[config.mk]
export PLATFORM = sky130hd
export DESIGN_NAME = register_dump_unit
export DESIGN_NICKNAME = d
export VERILOG_FILES = /design/src/rtl/register_dump_unit_pkg.sv /design/src/rtl/register_dump_unit_word_byte_serializer.sv /design/src/rtl/register_dump_unit.sv
export SDC_FILE = /design/constraint.sdc
export NUM_CORES = 1
export LEC_CHECK = 0
export CAP_MARGIN = 20
export CORE_MARGIN = 3
export CORE_UTILIZATION = 45
export DETAILED_ROUTE_END_ITERATION = 6
export HOLD_SLACK_MARGIN = 0.06
export PLACE_DENSITY = 0.82
export SLEW_MARGIN = 10
export SYNTH_ARGS = -nofsm -noshare
export SYNTH_HDL_FRONTEND = slang
export SYNTH_SLANG_ARGS = --single-unit
[constraint.sdc]
create_clock -name i_clock -period 2.05 [get_ports i_clock]
set_clock_uncertainty 0.2 [all_clocks]
set_input_delay 0.3075 -clock i_clock [delete_from_list [all_inputs] [get_ports i_clock]]
set_output_delay 0.3075 -clock i_clock [all_outputs]
set_load 0.1 [all_outputs]
[src/rtl/register_dump_unit_pkg.sv]
// Shared constants and types for the register dump path to the debug UART.
// Also used by the debug controller for the byte interface width.
package register_dump_unit_pkg;

  localparam int NB_BYTE         = 8;
  localparam int UART_DATA_W     = NB_BYTE;
  localparam int NB_DATA_DEFAULT = 32;
  localparam int BYTES_PER_WORD  = NB_DATA_DEFAULT / NB_BYTE;

  typedef enum logic [2:0] {
    ST_IDLE = 3'd0,
    ST_REQ  = 3'd1,
    ST_WAIT = 3'd2,
    ST_SEND = 3'd3,
    ST_DONE = 3'd4
  } dump_state_t;

  function automatic int bytes_per_word(input int nb_data);
    return nb_data / NB_BYTE;
  endfunction

  // A one-byte word still needs a 1-bit index register.
  function automatic int idx_width(input int n);
    return (n > 1) ? $clog2(n) : 1;
  endfunction

endpackage

[src/rtl/register_dump_unit_word_byte_serializer.sv]
// Holds one captured word and presents it MSB-first, one byte per handshake.
// Handshake: a byte transfers on any cycle where valid && ready; data is stable while valid && !ready.
module word_byte_serializer
  import register_dump_unit_pkg::*;
#(
  parameter int NB_DATA = 32
) (
  input  logic                   clk,
  input  logic                   rst_n,
  input  logic                   load,
  input  logic [NB_DATA-1:0]     word_in,
  input  logic                   active,
  input  logic                   ready,
  output logic [UART_DATA_W-1:0] byte_out,
  output logic                   valid,
  output logic                   last,
  output logic                   fire
);

  localparam int NBYTES = bytes_per_word(NB_DATA);
  localparam int IDX_W  = idx_width(NBYTES);
  localparam logic [IDX_W-1:0] LAST_IDX = IDX_W'(NBYTES - 1);

  logic [NB_DATA-1:0] word_q;
  logic [IDX_W-1:0]   idx_q;
  logic [IDX_W-1:0]   sel_idx;

  assign valid   = active;
  assign fire    = active && ready;
  assign last    = (idx_q == LAST_IDX);
  assign sel_idx = LAST_IDX - idx_q;

  always_ff @(posedge clk) begin
    if (!rst_n) begin
      word_q <= '0;
      idx_q  <= '0;
    end else if (load) begin
      word_q <= word_in;
      idx_q  <= '0;
    end else if (fire && !last) begin
      idx_q <= idx_q + 1'b1;
    end
  end

  // Output is forced to zero whenever no byte is offered.
  always_comb begin
    byte_out = '0;
    if (active) begin
      byte_out = word_q[sel_idx*NB_BYTE +: NB_BYTE];
    end
  end

endmodule

[src/rtl/register_dump_unit.sv]
// Walks every register address, reads each word through the registered bank
// port and streams it MSB-first to the UART transmitter.
module register_dump_unit
  import register_dump_unit_pkg::*;
#(
  parameter int NB_REG     = 5,
  parameter int NB_DATA    = 32,
  parameter int N_REGISTER = 32
) (
  input  logic                   i_clock,
  input  logic                   i_reset,
  input  logic                   i_start,
  output logic [NB_REG-1:0]      o_addr_r,
  input  logic [NB_DATA-1:0]     i_data_r,
  output logic [UART_DATA_W-1:0] o_tx_data,
  output logic                   o_tx_valid,
  input  logic                   i_tx_ready,
  output logic                   o_busy,
  output logic                   o_done,
  output dump_state_t            o_state
);

  localparam logic [NB_REG-1:0] LAST_ADDR = NB_REG'(N_REGISTER - 1);

  dump_state_t       state_q, state_d;
  logic [NB_REG-1:0] addr_q, addr_d;
  logic              load;
  logic              active;
  logic              last;
  logic              fire;

  assign active = (state_q == ST_SEND);

  always_ff @(posedge i_clock) begin
    if (!i_reset) begin
      state_q <= ST_IDLE;
      addr_q  <= '0;
    end else begin
      state_q <= state_d;
      addr_q  <= addr_d;
    end
  end

  always_comb begin
    state_d = state_q;
    addr_d  = addr_q;
    load    = 1'b0;
    case (state_q)
      ST_IDLE: begin
        if (i_start) begin
          state_d = ST_REQ;
          addr_d  = '0;
        end
      end
      ST_REQ:  state_d = ST_WAIT;
      // Bank data for addr_q is valid here, one cycle after REQ presented it.
      ST_WAIT: begin
        load    = 1'b1;
        state_d = ST_SEND;
      end
      ST_SEND: begin
        if (fire && last) begin
          if (addr_q == LAST_ADDR) begin
            state_d = ST_DONE;
          end else begin
            addr_d  = addr_q + 1'b1;
            state_d = ST_REQ;
          end
        end
      end
      ST_DONE: begin
        state_d = ST_IDLE;
        addr_d  = '0;
      end
      default: begin
        state_d = ST_IDLE;
        addr_d  = '0;
      end
    endcase
  end

  word_byte_serializer #(
    .NB_DATA(NB_DATA)
  ) u_serializer (
    .clk     (i_clock),
    .rst_n   (i_reset),
    .load    (load),
    .word_in (i_data_r),
    .active  (active),
    .ready   (i_tx_ready),
    .byte_out(o_tx_data),
    .valid   (o_tx_valid),
    .last    (last),
    .fire    (fire)
  );

  assign o_addr_r = addr_q;
  assign o_busy   = (state_q != ST_IDLE);
  assign o_done   = (state_q == ST_DONE);
  assign o_state  = state_q;

endmodule

==> results.toml, run 1 <==
[outcome]
status = "finished with violations"
violations = "negative setup slack"

[worst_setup_path]
worstSetupPathType = "reg2out"
end_kind = "output port"
reg2reg_from = "o_addr_r[0]"
startpoint = "u_serializer.idx_q[0]"
critPathLaunchType = "flip-flop"
arrival_ps = 1600
worst_path_largest_cell_delay_ps = 490
path_cells = "buf_6, mux4_2, and2_4, buf_12"
r2r_slack_ps = 80
r2r_cells = 6
r2r-end = "o_addr_r[3]"
required_ps = 1540
crit_slowest_cell = "mux4_2"
cp_max_fo = 4

[timing]
fin_crit_ps = 2110
slew_headroom_pct = 75.8
layout_setup_ws_ps = -60.3
hold_viol = 0
period_share_pct = 103
maxSlewViolCount = 0
clock.fmax_mhz = 474
tightest_slew_ps = 361
setup_tns_ps = -380
rsz0062_at_grt = "true"
setup_viol = 8

[clock_network]
numCtsBuffers = 5
worstSkewPairLatency_ps = 290
cts_sinks = 42
cts_hold_buf = 0
clk_path_buf_depth = 2
clk_pin_slew_ps = 70
clock-root-buffer = "clkbuf_8"
h-tree-depth = 2
cts_tree = "built"

[synth]
syn-cell-area_um2 = 1970
synth_seq_cells = 42
synth_edf_count = 0
synthFlopType = "dfxtp_1"
ys_types = 34
synthArstFlopShare_pct = 0
yosysWarnings = 0
seq_area_frac_synth_pct = 42.6
syn_nets = 252
postSynthAreaPerCell_um2 = 9.27
netlist_instances = 213

[route]
via_count = 1771
routed_wl_um = 4930
vias_per_cell = 5.37
drcViolationCount = 0
drtPass1Iterations = 4
avgRoutedWirePerCell_um = 15.0
drtAntennaViolNets = 0
drt_iter0_markers = 113

[cells_and_area]
regArea_um2 = 867
layout.cells.non_filler = 330
nets = 319
area_delta_synth_final_pct = 47.5
num_antenna_cells = 0
layout_common_cells = "64 x nand2_1, 35 x clkdlybuf4s50_1, 33 x dfxtp_1"
multiInputGateArea_um2 = 1060
layout-drive-gt1-share_pct = 26.8
fillers = 304
layout_commonest_cell = "nand2_1"

[hold_path]
holdPathStages = 2
whs_endpoint = "u_serializer.word_q[18]"
hold_path.class = "reg2reg"
min-delay-start = "u_serializer.word_q[18]"

[floorplan]
io-pin-count = 55
start_util_pct = 48.0
die_h_um = 72.2
core-area_um2 = 4120
row_count = 23
die_w_um = 72.2
die-area_um2 = 5220

[place]
dp_slack_ps = 89.9
dp_cells = 311
hpwlAfterDp_um = 3430
numPortBuffers = 54
gp_congestion = 0.787

[global_routing]
antenna_found_initial = 0
grt_overflow = 0
grt_pass1_vias = 1636
grt_pass1_wl_um = 7800
grtUsageTotal_pct = 19.4
grt_max_degree = 34

[flow_run]
drv_cap = 0

[power_and_ir_drop]
cellLeakagePower_nw = 1.11
powerDensity_nw_per_um2 = 602
ir_drop_mv = 0.433
-- per-layer routing --
layer / vias up / part of all wire (%) / wire [µm] / track usage, %
met5: - / 0 / 0 / 0
met4: 0 / 1.4 / 71 / 6.89
met3: 7 / 5.6 / 278 / 4.29
met2: 59 / 49 / 2400 / 31.5
met1: 843 / 44 / 2190 / 25.4
li1: 862 / - / - / -
-- worst max path at each step --
stage | to | slack (ps) | cells past startpoint
floorplan | o_tx_data[0] | -230 | 4
global route | o_tx_data[4] | -110 | 4
CTS | o_tx_data[4] | -90 | 4
finish | o_tx_data[4] | -60 | 4
global placement | o_tx_data[2] | 130 | 4
detailed placement | o_tx_data[4] | 90 | 4
-- worst max-delay path: cells and delay by family (launching register included) --
kind / cells / cell delay (ps)
DFF: 1 / 370
buffers and inverters: 2 / 280
muxes: 1 / 490
and+or+nand+nor: 1 / 160
-- layout make-up --
| type | instances | share of cell area, % |
|---|---|---|
| multi-input cells | 155 | 36.6 |
| flip-flops and latches | 42 | 29.8 |
| repair buffers | 73 | 28.2 |
| clock buffers | 7 | 2.62 |
| well taps | 50 | 2.15 |
| inverters | 2 | 0.387 |
| repair inverters | 1 | 0.258 |
-- Yosys cell counts, types with 3 or more instances --
cell | instances | area share (%)
a21boi_1 | 32 | 12
and2_1 | 10 | 3.2
buf_2 | 3 | 0.76
buf_4 | 3 | 1.1
buf_6 | 4 | 2.3
clkbuf_1 | 4 | 0.76
dfxtp_1 | 42 | 43
ha_1 | 3 | 1.9
mux4_2 | 8 | 9.1
nand2_1 | 64 | 12
nor2_1 | 6 | 1.1
-- kinds of logic after synthesis --
| group | share of synthesized area, % |
|---|---|
| buf+inv | 5.32 |
| compound gates | 16.6 |
| simple gates | 23.9 |
| mux | 9.70 |
| flops | 42.6 |
| fa+ha+maj | 1.90 |
-- power breakdown --
group / internal (W) / leakage [nW] / total (W) / switching [W]
Combinational: 0.000182 / 0.729 / 0.000380 / 0.000198
Clock: 0.000234 / 0.0383 / 0.000493 / 0.000259
Sequential: 0.000854 / 0.348 / 0.000880 / 0.0000268
-- flip-flops by register name, indices dropped and copies added (netlist names) --
register	cells
u_serializer.word_q	32
o_addr_r	5
o_state	3
u_serializer.idx_q	2
-- through the flow --
step / hold slack (ps) / cell area (µm²) / utilization (%) / power (W)
CTS: 258 / 2840 / 69.0 / 0.00175
floorplan: 214 / 2020 / - / 0.00112
global route: 282 / 2910 / 70.8 / 0.00183
detailed placement: 244 / 2720 / 66.1 / 0.00126
finish: 258 / 2910 / 70.8 / 0.00175
global placement: 240 / 2720 / 66.1 / 0.00125
-- repair_timing --
action | in CTS | in global routing
resized for setup | 5 | 3
setup endpoints to repair | 8 | 9
gates cloned | 0 | 1
pin swaps | 0 | 8
setup buffers | 4 | 7
No activity file was read; power rests on OpenSTA's default activity.
==> run 2: changes to the inputs <==
Settings changed: CTS_BUF_LIST set to sky130_fd_sc_hd__clkbuf_8, SKIP_LAST_GASP set to 1.
==> run 2 against run 1 <==
The flow still finishes with violations (negative setup slack). Sequential power barely moved. Sequential cell count did not move. Combinational power decreased by 1%. Die area unchanged. Wire length fell by 1.2%. Final area fell by 0.47%. Count of clock-buffer cells in the layout shrank 2. Fmax shrank 1.0%. Critical endpoint unchanged. Largest cell class unchanged.
==> results.toml, run 2 (synthesis gave the netlist of run 1 again) <==
[floorplan]
die_w_um = 72.2
start_util_pct = 48.0
io-pin-count = 55
row_count = 23
die_h_um = 72.2
die-area_um2 = 5220
core-area_um2 = 4120

[timing]
maxSlewViolCount = 0
rsz0062_at_grt = "true"
layout_setup_ws_ps = -81.6
slew_headroom_pct = 75.4
tightest_slew_ps = 369
setup_viol = 13
fin_crit_ps = 2130
period_share_pct = 104
holdWs_ps = 256
clock.fmax_mhz = 469
hold_viol = 0

[cells_and_area]
nets = 319
layout-drive-gt1-share_pct = 26.4
regArea_um2 = 867
top_register = "u_serializer.word_q"
multiInputGateArea_um2 = 1050
num_antenna_cells = 0
area_delta_synth_final_pct = 46.8
layout_commonest_cell = "nand2_1"
layout.cells.non_filler = 330
layout_common_cells = "64 x nand2_1, 35 x clkdlybuf4s50_1, 33 x dfxtp_1"
fillers = 307
largest_reg_flops = 32

[route]
vias_per_cell = 5.29
via_count = 1747
avgRoutedWirePerCell_um = 14.8
drtPass1Iterations = 4
drt_iter0_markers = 124
routed_wl_um = 4880
drtAntennaViolNets = 0
drcViolationCount = 0

[global_routing]
grt_overflow = 0
antenna_found_initial = 0
grt_max_degree = 34
grt_pass1_wl_um = 7760
grtUsageTotal_pct = 19.3
grt_pass1_vias = 1626

[clock_network]
cts_sinks = 42
numCtsBuffers = 5
clock-root-buffer = "clkbuf_8"
worstSkewPairLatency_ps = 290
cts_tree = "built"
clk_pin_slew_ps = 70
clk_path_buf_depth = 2
h-tree-depth = 2

[worst_setup_path]
reg2reg_from = "u_serializer.idx_q[0]"
path_cells = "buf_6, mux4_2, and2_4, buf_12"
worstSetupPathType = "reg2out"
critPathLaunchType = "flip-flop"
r2r_cells = 7
r2r_slack_ps = -30
critPathTopFamily = "multiplexers"
arrival_ps = 1620
cp_max_fo = 4
path_buf_inv = 2
required_ps = 1540
worst_path_largest_cell_delay_ps = 490
crit_slowest_cell = "mux4_2"
end_kind = "output port"
r2r-end = "o_addr_r[0]"

[flow_run]
drv_cap = 0

[hold_path]
min-delay-start = "u_serializer.word_q[12]"
whs_endpoint = "u_serializer.word_q[12]"
hold_path.class = "reg2reg"
holdPathStages = 2

[power_and_ir_drop]
cellLeakagePower_nw = 1.12
total_power_w = 0.00174
ir_drop_mv = 0.431
powerDensity_nw_per_um2 = 600

[place]
dp_cells = 311
numPortBuffers = 54
gp_congestion = 0.787
hpwlAfterDp_um = 3430

[outcome]
violations = "negative setup slack"
status = "finished with violations"
[run 2: cell types whose count changed in the layout (fill, tap and decap cells not counted), sizes merged]
cell    before  now
clkbuf       7    5
inv          1    3
[run 2: how the worst max path moves through the flow]
stage	from	end	slack (ps)	cells past startpoint
3_3_place_gp	u_serializer.idx_q[0]	o_tx_data[2]	130	4
6_report	u_serializer.idx_q[0]	o_tx_data[4]	-80	4
3_5_place_dp	u_serializer.idx_q[0]	o_tx_data[4]	90	4
4_1_cts	u_serializer.idx_q[0]	o_tx_data[4]	-90	4
5_1_grt	u_serializer.idx_q[0]	o_tx_data[4]	-140	4
2_1_floorplan	o_state[1]	o_tx_data[0]	-230	4
[run 2: what timing repair did]
| item | CTS | global route |
|---|---|---|
| pin swaps | 0 | 1 |
| cloned | 0 | 1 |
| gates resized for setup | 4 | 1 |
| setup buffers | 4 | 7 |
| setup endpoints to repair | 8 | 9 |
| hold buffers | 0 | 0 |
[run 2: metrics by stage]
stage / TNS, ps / cell area [µm²] / util (%) / setup WS (ps)
floorplan: -1820 / 2020 / - / -228
global placement: 0 / 2720 / 66.1 / 130
detailed placement: 0 / 2720 / 66.1 / 89.9
CTS: -572 / 2840 / 69.0 / -90.1
global route: -1380 / 2900 / 70.4 / -135
finish: -573 / 2900 / 70.4 / -81.6
[run 2: routing by layer]
metal | vias to the layer above | part of all wire [%] | routed length (µm) | GRT usage, %
li1 | 868 | - | - | -
met2 | 43 | 48 | 2360 | 31.3
met1 | 831 | 45 | 2210 | 25.3
met4 | 0 | 1.3 | 65 | 6.89
met5 | - | 0 | 0 | 0
met3 | 5 | 5.0 | 242 | 4.29
[run 2: power by group]
group          internal, W  leakage, nW  switching, W  total [W]
clock network     0.000224       0.0466      0.000257   0.000481
registers         0.000854        0.348     0.0000263   0.000880
logic             0.000181        0.730      0.000196   0.000376
[run 2: layout make-up]
| type | instances | area share, % |
|---|---|---|
| clock buffer | 5 | 2.37 |
| clock inverter | 2 | 0.259 |
| inverter | 2 | 0.389 |
| multi-input combinational | 155 | 36.4 |
| sequential | 42 | 29.9 |
| tap | 50 | 2.16 |
| timing repair buffer | 73 | 28.2 |
| timing repair inverter | 1 | 0.259 |
[run 2: tightest hold or removal path, cell delays in order, from the launching register on]
cell	delay, ps
dfxtp_1	310
nand2_1	50
a21boi_1	50
==> run 3: changes to the inputs <==
Settings changed: CORE_MARGIN 3 to 5, CORE_UTILIZATION 45 to 42, PLACE_DENSITY 0.82 to 0.77.
==> run 3 against run 2 <==
The flow still finishes with violations (negative setup slack). First-iteration DRC count is 34% lower. Total power is 18% higher. Critical endpoint is now o_tx_data[3]. Worst hold slack worse by 1.1 ps. Fmax is 0.40% higher.
==> results.toml, run 3 (synthesis gave the netlist of run 1 again) <==
[worst_setup_path]
required_ps = 1540
r2r_slack_ps = 90
arrival_ps = 1620
critPathLaunchType = "flip-flop"
cp_max_fo = 5
end_kind = "output port"
worstSetupPathType = "reg2out"

[global_routing]
antenna_found_initial = 0
grt_overflow = 0
busiest_layer = "met2"
grt_pass1_vias = 1708
use_met1_pct = 19.4
grt_max_degree = 34
grt_use_met2_pct = 27.7
use_met3_pct = 4.47
grt_pass1_wl_um = 7910
grtUsageTotal_pct = 16.1

[power_and_ir_drop]
power.switching_w = 0.000516
pwr-share-seq_pct = 43.2
clkPwrFrac_pct = 38.3
cellLeakagePower_nw = 1.15
total_power_w = 0.00204
switching_share_pct = 25.3
ir_drop_mv = 0.469
powerDensity_nw_per_um2 = 685
pwr-share-comb_pct = 18.5
intPower_w = 0.00153

[timing]
fin_crit_ps = 2120
layout_setup_ws_ps = -73.2
hold_viol = 0
holdWs_ps = 255
setup_viol = 8
tightest_slew_ps = 362
maxSlewViolCount = 0
clock.fmax_mhz = 471
slew_headroom_pct = 75.8
rsz0062_at_grt = "true"
period_share_pct = 104

[outcome]
status = "finished with violations"
violations = "negative setup slack"

[clock_network]
clk_pin_slew_ps = 90
clk_path_buf_depth = 2
clock-root-buffer = "clkbuf_8"
cts_sinks = 42
h-tree-depth = 2
worstSkewPairLatency_ps = 300
cts_hold_buf = 0
numCtsBuffers = 5
cts_tree = "built"

[route]
via_count = 1685
drt_iter0_markers = 82
drtAntennaViolNets = 0
avgRoutedWirePerCell_um = 14.4
routed_wl_um = 4840
drcViolationCount = 0
vias_per_cell = 5.01
drtPass1Iterations = 4

[flow_run]
drv_cap = 0

[cells_and_area]
layout_common_cells = "64 x nand2_1, 35 x clkdlybuf4s50_1, 33 x dfxtp_1"
multiInputGateArea_um2 = 1060
nets = 320
area_delta_synth_final_pct = 51.1
final_core_util_pct = 64.5
fillers = 365
layout-drive-gt1-share_pct = 28.0
num_antenna_cells = 0
largest_reg_flops = 32
top_register = "u_serializer.word_q"
regArea_um2 = 867
final_area_um2 = 2980
layout_commonest_cell = "nand2_1"

[floorplan]
die-area_um2 = 6170
die_h_um = 78.6
die_w_um = 78.6
start_util_pct = 42.6
row_count = 25
io-pin-count = 55
core-area_um2 = 4630

[hold_path]
hold_path.class = "reg2reg"

[place]
gp_congestion = 0.771
hpwlAfterDp_um = 3490
place_area_um2 = 2740
numPortBuffers = 54
[run 3: changes by cell type in the layout (fill, tap and decap cells not counted)]
cell       previous run  this run
a211oi_4              0         1
a211oi_2              1         0
bufinv_16             0         2
buf_6                 2         3
and3b_1               1         0
clkinv_4              0         1
inv_1                 3         1
and3b_2               0         1
[run 3: metrics by stage]
| step | cells | TNS, ps | worst slack (ps) |
|---|---|---|---|
| floorplan | 213 | -1820 | -228 |
| global placement | 317 | 0 | 154 |
| global route | 336 | -893 | -128 |
| CTS | 327 | -682 | -92.5 |
| detailed placement | 317 | 0 | 82.4 |
| finish | 336 | -490 | -73.2 |
[run 3: layout make-up]
cell class | instances | area share (%)
sequential | 42 | 29.1
timing repair inverter | 1 | 0.252
tap | 54 | 2.26
clock inverter | 3 | 2.31
multi-input combinational | 155 | 35.6
clock buffer | 5 | 2.31
timing repair buffer | 74 | 27.8
inverter | 2 | 0.377
[run 3: final timing paths]
check | from | to | cells past startpoint
worst max-delay path | u_serializer.idx_q[0] | o_tx_data[3] | 4
worst min-delay path | u_serializer.word_q[15] | u_serializer.word_q[15] | 2
worst max register to register | o_addr_r[0] | o_addr_r[2] | 6
worst min register to register | u_serializer.word_q[15] | u_serializer.word_q[15] | 2
[run 3: power by group through the flow]
| stage | clock [W] | combinational (W) | sequential [W] |
|---|---|---|---|
| after floorplan | 0 | 0.000199 | 0.000918 |
| after CTS | 0.000801 | 0.000355 | 0.000887 |
| after global placement | 0 | 0.000345 | 0.000905 |
| final | 0.000783 | 0.000377 | 0.000883 |
| after global routing | 0.000833 | 0.000406 | 0.000888 |
| after detailed placement | 0 | 0.000351 | 0.000906 |
[run 3: per-layer routing]
layer	up-vias	part of all wire [%]	wire, µm
li1	865	-	-
met1	778	44	2150
met2	34	50	2420
met3	8	4.2	205
met4	0	1.4	67
met5	-	0	0
[run 3: timing repair]
action	in CTS	in global routing
gates resized for setup	3	5
pin swaps	0	2
endpoints found under the hold margin	0	0
endpoints found under the setup margin	8	10
gates cloned	0	1
buffers inserted	2	8
[run 3: worst max-delay path, cell delays in order (launching register included)]
cell and delay (ps):
dfxtp_4 370, buf_6 120, mux4_2 490, and2_4 180
buf_12 160
